[src/rtl/inst_queue.sv]
// Instruction queue between fetch and decode.
// Circular buffer of DEPTH entries with wrap-bit pointers. A pipeline flush
// or reset discards all contents. After an entry with ex set is accepted, the
// queue refuses new entries until the next flush, but it keeps draining.
// Optional feature macro: IQ_BYPASS_EN. When it is defined, an empty queue
// forwards the fetch entry to decode in the same cycle.
module inst_queue #(
  parameter int DEPTH  = 4,
  parameter int BUS_WD = 72
) (
  input  logic                       clk,
  input  logic                       reset,
  input  logic                       fs_to_iq_valid,
  input  logic [BUS_WD-1:0]          fs_to_iq_bus,
  output logic                       iq_allowin,
  output logic                       iq_to_ds_valid,
  output logic [BUS_WD-1:0]          iq_to_ds_bus,
  input  logic                       ds_allowin,
  input  logic                       flush,
  output logic [$clog2(DEPTH):0]     iq_count
);

  localparam int AW    = $clog2(DEPTH);
  localparam int PTR_W = AW + 1;

  typedef enum logic {
    RUN     = 1'b0,
    EX_HOLD = 1'b1
  } state_t;

  state_t             state_reg, state_next;
  logic [PTR_W-1:0]   wr_ptr_reg, wr_ptr_next;
  logic [PTR_W-1:0]   rd_ptr_reg, rd_ptr_next;
  logic [BUS_WD-1:0]  mem [DEPTH];

  logic empty;
  logic full;
  logic q_pop;   // a stored entry leaves toward decode
  logic push;    // fetch handshake completes
  logic wr_en;   // entry is actually written into storage

  assign empty = (wr_ptr_reg == rd_ptr_reg);
  assign full  = (wr_ptr_reg[AW-1:0] == rd_ptr_reg[AW-1:0]) &&
                 (wr_ptr_reg[AW] != rd_ptr_reg[AW]);

  // Allowin only sees fetch valid through nothing; it depends on full/pop.
  assign q_pop      = ~empty && ~flush && ds_allowin;
  assign iq_allowin = ~reset && ~flush && (state_reg == RUN) && (~full || q_pop);
  assign push       = fs_to_iq_valid && iq_allowin;
  assign iq_count   = wr_ptr_reg - rd_ptr_reg;

`ifdef IQ_BYPASS_EN
  logic bypass;
  assign bypass         = empty && ~reset && ~flush && (state_reg == RUN);
  assign iq_to_ds_valid = bypass ? fs_to_iq_valid : (~empty && ~flush);
  assign iq_to_ds_bus   = bypass ? fs_to_iq_bus : mem[rd_ptr_reg[AW-1:0]];
  // A bypassed entry that decode takes immediately is never stored.
  assign wr_en          = push && ~(bypass && ds_allowin);
`else
  assign iq_to_ds_valid = ~empty && ~flush;
  assign iq_to_ds_bus   = mem[rd_ptr_reg[AW-1:0]];
  assign wr_en          = push;
`endif

  // Next pointers and state; flush clears everything and returns to RUN.
  always_comb begin
    wr_ptr_next = wr_ptr_reg;
    rd_ptr_next = rd_ptr_reg;
    state_next  = state_reg;
    if (flush) begin
      wr_ptr_next = '0;
      rd_ptr_next = '0;
      state_next  = RUN;
    end else begin
      if (wr_en) wr_ptr_next = wr_ptr_reg + PTR_W'(1);
      if (q_pop) rd_ptr_next = rd_ptr_reg + PTR_W'(1);
      if (push && fs_to_iq_bus[64]) state_next = EX_HOLD;
    end
  end

  // Pointer and state registers with synchronous reset.
  always_ff @(posedge clk) begin
    if (reset) begin
      wr_ptr_reg <= '0;
      rd_ptr_reg <= '0;
      state_reg  <= RUN;
    end else begin
      wr_ptr_reg <= wr_ptr_next;
      rd_ptr_reg <= rd_ptr_next;
      state_reg  <= state_next;
    end
  end

  // Entry storage write port.
  always_ff @(posedge clk) begin
    if (wr_en) mem[wr_ptr_reg[AW-1:0]] <= fs_to_iq_bus;
  end

endmodule

[config.mk]
export PLATFORM = sky130hd
export DESIGN_NAME = inst_queue
export DESIGN_NICKNAME = d
export VERILOG_FILES = /design/src/rtl/inst_queue.sv
export SDC_FILE = /design/constraint.sdc
export NUM_CORES = 1
export LEC_CHECK = 0
export ABC_AREA = 1
export CAP_MARGIN = 20
export CORE_MARGIN = 1
export CORE_UTILIZATION = 50
export DETAILED_ROUTE_END_ITERATION = 8
export HOLD_SLACK_MARGIN = 0.15
export PLACE_DENSITY_LB_ADDON = 0.12
export SETUP_SLACK_MARGIN = 0.1
export SYNTH_ARGS = -nofsm -noshare
export SYNTH_HDL_FRONTEND = slang
export SYNTH_SLANG_ARGS = --single-unit
[constraint.sdc]
create_clock -name clk -period 6.5 [get_ports clk]
set_input_delay 0.975 -clock clk [delete_from_list [all_inputs] [get_ports clk]]
set_output_delay 0.975 -clock clk [all_outputs]
set_load 0.03 [all_outputs]
# Word level (Yosys, flattened, before mapping)
# Memory sizes are Yosys's and may differ from the RTL's. A register that Yosys moved wholly into a read port is not among the register bits.
# Index checks and enable logic that the tools add are counted.
# word_totals
input_bits	77
ramBits	288
wordCells	29
reg_bits	7
memories	1
output_inout_bits	77
# classes
n_addsub	3
eq_ne	3
bitwise_logic	5
n_mux	4
n_reduce_logical	10
# mem_list
name	depth	width	read_ports	rd_ports_with_merged_regs	write_ports	line	rtl
mem	4	72	1	1	1	34	logic [BUS_WD-1:0] mem [DEPTH];
# ops
operator	n
logical AND 1 bit	8
adder 3 x 1 -> 3 bit (second input constant)	2
inverter 1 bit	5
two-way mux 2 bit	2
== test 3 bit	1
subtractor 3 bit	1
== test 2 bit	1
two-way mux 1 bit	2
OR reduction 2 bit	1
logical OR 1 bit	1
inequality test 1 bit	1

# Depth between registers and ports, before layout
# Gate-level depths: netlist of run 1.
# depth
word_depth	9
ltp_mapped	9
depth_no_buf	9

# Least setup slack after synthesis of run 1
# OpenSTA, ideal clock, no wires.
# synth_timing
path_type	input-to-reg
from	input port flush
to	memory mem[0][0], enable pin
setup_ns	0.503
arrival_time_ns	4.595
path_buffers	1
slack_ns	1.402
path_stages	5
path_cell_list	or2_1 -> buf_6 -> nor2_8 -> nand3_4 -> nor2_1
# synth_between
elab_chain_cells	8
# synth_rtl
item	line	rtl
start: declaration	19	input logic flush,
inverter 1 bit *	47, 48	
logical AND 1 bit (2 in a row)	47	assign q_pop = ~empty && ~flush && ds_allowin;
logical OR 1 bit	48	assign iq_allowin = ~reset && ~flush && (state_reg == RUN) && (~full || q_pop);
logical AND 1 bit *	48	
logical AND 1 bit *	49	assign push = fs_to_iq_valid && iq_allowin;
two-way mux 1 bit *	96	if (wr_en) mem[wr_ptr_reg[AW-1:0]] <= fs_to_iq_bus;
two-way mux 1 bit (not written as such) *	96	
end: declaration	34	
# Every way passes the cells marked *; elsewhere a longest branch is shown, timed or not.

==> results of run 1 <==
-- through the flow --
stage	instances	setup slack, ps	util	hold WS (ps)	cell area (sq um)
after floorplan	773	1400	-	477	11200
after global placement	1167	2430	0.591	502	12900
after global routing	1218	1780	0.632	563	13800
final	1218	2020	0.632	541	13800
after CTS	1217	2000	0.631	530	13800
after detailed placement	1167	2330	0.591	519	12900
-- cell type report --
type | instances | area, sq um
inverters | 19 | 73.8
repair buffers | 162 | 1620
fillers | 1621 | 8060
clock inverters | 12 | 101
clock buffers | 38 | 759
well taps | 280 | 350
multi-input cells | 410 | 2090
flip-flops and latches | 297 | 8830
-- power groups by stage --
| stage | sequential (W) | combinational [W] | clock (W) |
|---|---|---|---|
| floorplan | 0.00216 | 0.0000635 | 0 |
| global placement | 0.00216 | 0.000167 | 0 |
| detailed placement | 0.00216 | 0.000172 | 0 |
| CTS | 0.00212 | 0.000173 | 0.00156 |
| global route | 0.00212 | 0.000182 | 0.00164 |
| finish | 0.00212 | 0.000171 | 0.00153 |
-- worst max-delay path: cells and delay by family, from the launching register on --
kind                   cells  cell delay (ps)
flip-flops                 1              510
buffers and inverters      3             1980
AO/OA/AOI/OAI              2              420
-- logic make-up after synthesis --
kind of cell    Yosys count  synth area share
compound gates          224             0.109
xor+xnor                  3           0.00235
fa+ha+maj                 8           0.00962
buf+inv                  66            0.0257
flops                   297             0.790
simple gates            175            0.0632
-- layer usage --
| layer | track usage | vias to the layer above |
|---|---|---|
| met2 | 0.355 | 189 |
| met1 | 0.256 | 3415 |
| li1 | - | 3180 |
| met3 | 0.0503 | 38 |
| met5 | 0 | - |
| met4 | 0.0584 | 4 |
-- cell usage after synthesis --
master | instances | share of area
nand2_1 | 14 | 0.0047
edfxtp_1 | 288 | 0.77
inv_2 | 1 | 0.00034
dfxtp_1 | 9 | 0.016
inv_1 | 18 | 0.0060
or2_1 | 1 | 0.00056
fa_1 | 1 | 0.0018
buf_2 | 2 | 0.00090
ha_1 | 7 | 0.0078
o22ai_1 | 72 | 0.040
nand4_1 | 3 | 0.0017
clkbuf_1 | 36 | 0.012
nor2_1 | 151 | 0.051
o21ai_0 | 144 | 0.064
a21oi_2 | 1 | 0.00078
nor2_8 | 1 | 0.0018
nand3_1 | 2 | 0.00090
xor2_1 | 3 | 0.0024
buf_6 | 1 | 0.0010
nand3b_1 | 2 | 0.0013
o211ai_2 | 1 | 0.0011
buf_4 | 8 | 0.0054
nand3_4 | 1 | 0.0016
a21oi_1 | 6 | 0.0027
-- worst paths after layout --
check	slack [ps]	from	to	cells after the start
max	2020	flop	iq_to_ds_bus[69]	5
min	540	wr_ptr_reg[2]$_SDFFE_PP0P_	wr_ptr_reg[2]$_SDFFE_PP0P_	2
max reg2reg	3310	wr_ptr_reg[0]$_SDFFE_PP0P_	mem[0][30]$_DFFE_PP_	8
min reg2reg	540	wr_ptr_reg[2]$_SDFFE_PP0P_	wr_ptr_reg[2]$_SDFFE_PP0P_	2
-- placed cells by master (no fill, tap or decap), types with 2 or more instances in the layout --
master	count
edfxtp_1	288
clkdlybuf4s50_1	153
nor2_1	147
o21ai_0	144
o22ai_1	72
clkbuf_16	29
inv_1	17
nand2_1	14
clkbuf_1	9
buf_4	8
ha_1	7
clkinv_1	7
dfxtp_1	7
a21oi_1	6
nor2_4	4
xor2_1	3
nand4_1	3
clkinv_2	3
nand3_1	2
nand3b_1	2
bufinv_16	2
==> metrics.cfg, run 1 <==
[critical_path]
arrival_ps=3500
slowest_stage=inv_4
path_class=flop to output pin
cp-start-kind=flop
crit_chain=inv_4 -> buf_4 -> o21ai_0 -> o22ai_1 -> clkdlybuf4s50_1
cp-end-kind=output pin
cp_max_fo=110
slowest_delay_ps=790
required_ps=5520

[place]
port_buffers=153
gp_congestion=0.786
dpl.hpwl_um=12900

[yosys]
ys_seq_area_frac=0.790
synth_seq_cells=297
syn_area_sq_mm=0.0112
netlist_instances=773
avgSynthCellArea_sq_um=14.5
synthDistinctLibCells=24
synthesis.nets=858
ys_warn_count=0

[routing]
drcViolationCount=0
wl_met3_um=1700
wl_per_cell_um=19.2
highest_layer=met5
first_pass_iters=4
routed-via-count=6826
vias_per_cell=5.60
antenna_left=0
met1_length_um=9490
drt_iter0_drc=509
wl_met2_um=11700
wirelength_um=23300

[global_routing]
grt_max_degree=111
grt_usage=0.205
grt_pass1_vias=6796
antenna_found_initial=3
gr-total-overflow=0
grt_pass1_wl_um=35400

[finish]
layout-drive-gt1-share=0.0586
synthToLayoutAreaGrowth_pct=23.7
largest_register_ffs=288
nNetsFinal=1003
n_antenna_cell=0

[power_and_ir_drop]
total_power_w=0.00382
switching_power_w=0.000738
p_per_area_mw_per_mm2=276
pwr-share-clk=0.400
combPwrFrac=0.045
seqPwrFrac=0.555
cellLeakagePower_nw=4.59
intPower_w=0.00308
irDropWorstVdd_mv=0.170
netSwitchingFraction=0.193

[sta]
finalHoldViolCount=0
relSlewSlack=0.312
worst_pin_slew_ps=1030
clock.fmax_mhz=223
slew_viol_final=0
min_period_ps=4480
rsz0062_at_grt=no
setup_viol=0
fin_crit_sh=0.689
fin_worst_skew_ps=5.24
setup-tns-final_ps=0

[flow_run]
cap_violations=0

[cts]
clockBufferDepth=3
cts.clk_slew.worst_paths_ps=60
cts_root_buf=clkbuf_16
cts.sinks=297
h-tree-depth=1
clk_latency_ps=530
cts-buffers-inserted=28
postCtsSetupRepairBufs=0
cts_hold_buf=0
cts_tree=yes
cts_resized=0

[floorplan]
fp.coreArea_sq_mm=0.0219
ios=154
die_h_um=152
placementRows=54
die_x_um=152
die-area_sq_mm=0.0230
start_util=0.511

[worst_hold_path]
hold_path.class=flop to flop

[run_status]
status=complete, no violations

No activity file was read; power rests on OpenSTA's default activity.
==> run 2, diff against run 1 <==
--- a/config.mk
+++ b/config.mk
@@ -8,7 +8,7 @@
 export ABC_AREA = 1
 export CAP_MARGIN = 20
 export CORE_MARGIN = 1
-export CORE_UTILIZATION = 50
+export CORE_UTILIZATION = 49
 export DETAILED_ROUTE_END_ITERATION = 8
 export HOLD_SLACK_MARGIN = 0.15
 export PLACE_DENSITY_LB_ADDON = 0.12
==> constraint.sdc (replaced) <==
create_clock -name clk -period 4.1 [get_ports clk]
set_input_delay 0.615 -clock clk [delete_from_list [all_inputs] [get_ports clk]]
set_output_delay 0.615 -clock clk [all_outputs]
set_load 0.03 [all_outputs]
==> run 2 against run 1 <==
  * Via count up 0.28%
  * Count of clock-buffer cells in the layout down 6
  * First-iteration DRC count down 9.6%
  * Cell area up 0.90%
  * Total power up 61%
  * Highest routed layer unchanged
==> metrics.cfg, run 2 (synthesis results as in run 1) <==
[run_status]
status=complete, no violations

[worst_hold_path]
hold_path.class=flop to flop

[routing]
drcViolationCount=0
routed-via-count=6845
antenna_left=0
first_pass_iters=5
vias_per_cell=5.59
wirelength_um=23400
wl_per_cell_um=19.1
drt_iter0_drc=460

[critical_path]
cp-start-kind=flop
path_class=flop to output pin
required_ps=3480
cp_max_fo=41
arrival_ps=3040
cp-end-kind=output pin

[power_and_ir_drop]
p_per_area_mw_per_mm2=441
cellLeakagePower_nw=4.64
irDropWorstVdd_mv=0.366

[sta]
fin_crit_sh=0.892
min_period_ps=3660
rsz0062_at_grt=no
relSlewSlack=0.438
slew_viol_final=0
clock.fmax_mhz=273
finalHoldViolCount=0
worst_pin_slew_ps=843
setup_viol=0
hold_ws_ps=528
fin_worst_skew_ps=13.7

[floorplan]
die_x_um=153
die_h_um=153
placementRows=54
die-area_sq_mm=0.0234
fp.coreArea_sq_mm=0.0221
start_util=0.506
ios=154

[global_routing]
grt_usage=0.201
grt_pass1_vias=6840
grt_max_degree=145
gr-total-overflow=0
grt_pass1_wl_um=36700
antenna_found_initial=3

[flow_run]
cap_violations=0

[finish]
layout_commonest_cell=edfxtp_1
largest_register_ffs=288
layout-drive-gt1-share=0.0626
nNetsFinal=1005
final_cell_mix=288 x edfxtp_1, 153 x clkdlybuf4s50_1, 147 x nor2_1
final_cell_count_no_fill=1224
synthToLayoutAreaGrowth_pct=24.8

[cts]
clk_latency_ps=540
clockBufferDepth=3
h-tree-depth=1
cts-buffers-inserted=29
cts_hold_buf=0
postCtsSetupRepairBufs=0
cts_resized=0
cts.clk_slew.worst_paths_ps=60
cts_tree=yes
cts.sinks=297
cts_root_buf=clkbuf_16

[place]
dpl.hpwl_um=12500
gp_congestion=0.799
placed_cells=1169
port_buffers=153

## run 2: cell types whose count changed in the layout (fill, tap and decap cells not counted)
cell / change
buf_12: +7
clkbuf_1: -6
clkinv_1: +6
buf_4: -5
diode_2: +2
buf_16: -1
bufinv_16: +1
clkinv_2: +1
inv_6: +1
## run 2: worst max-delay path, cell delays in order, from the launching register on
cell and delay (ps):
dfxtp_2 870, buf_4 490, o21ai_0 170, o22ai_1 250, clkdlybuf4s50_1 710
## run 2: cell type report
class / instances / area (sq um)
Timing Repair Buffer: 163 / 1690
Clock inverter: 21 / 168
Multi-Input combinational cell: 410 / 2090
Fill cell: 1612 / 8140
Sequential cell: 297 / 8830
Clock buffer: 32 / 737
Tap cell: 280 / 350
Inverter: 19 / 73.8
Antenna cell: 2 / 5.00
## run 2: final timing paths
check / from / endpoint / slack [ps] / cells past startpoint
setup / recovery: flop / iq_to_ds_bus[57] / 440 / 4
setup reg to reg: wr_ptr_reg[0]$_SDFFE_PP0P_ / mem[3][20]$_DFFE_PP_ / 1560 / 8
hold reg to reg: wr_ptr_reg[2]$_SDFFE_PP0P_ / wr_ptr_reg[2]$_SDFFE_PP0P_ / 530 / 2
hold / removal: wr_ptr_reg[2]$_SDFFE_PP0P_ / wr_ptr_reg[2]$_SDFFE_PP0P_ / 530 / 2
## run 2: layer usage
| layer | GRT usage | vias up | share of wire |
|---|---|---|---|
| li1 | - | 3195 | - |
| met1 | 0.261 | 3403 | 0.42 |
| met2 | 0.347 | 207 | 0.49 |
| met3 | 0.0380 | 38 | 0.066 |
| met4 | 0.0572 | 2 | 0.019 |
| met5 | 0 | - | 0.00056 |
## run 2: power by group
| group | switching, W | internal [W] |
|---|---|---|
| combinational | 0.000149 | 0.000124 |
| sequential | 0.00000653 | 0.00336 |
| clock | 0.00105 | 0.00147 |
| total | 0.00121 | 0.00495 |
## run 2: metrics by stage
step                power [W]   util  setup slack [ps]  instance area, sq um  setup TNS [ps]
finish                0.00616  0.632               441                 14000               0
global route          0.00635  0.631               237                 13900               0
CTS                   0.00622  0.631               349                 13900               0
detailed placement    0.00370  0.590               939                 13000               0
global placement      0.00369  0.590               950                 13000               0
floorplan             0.00353      -              -638                 11200         -183710
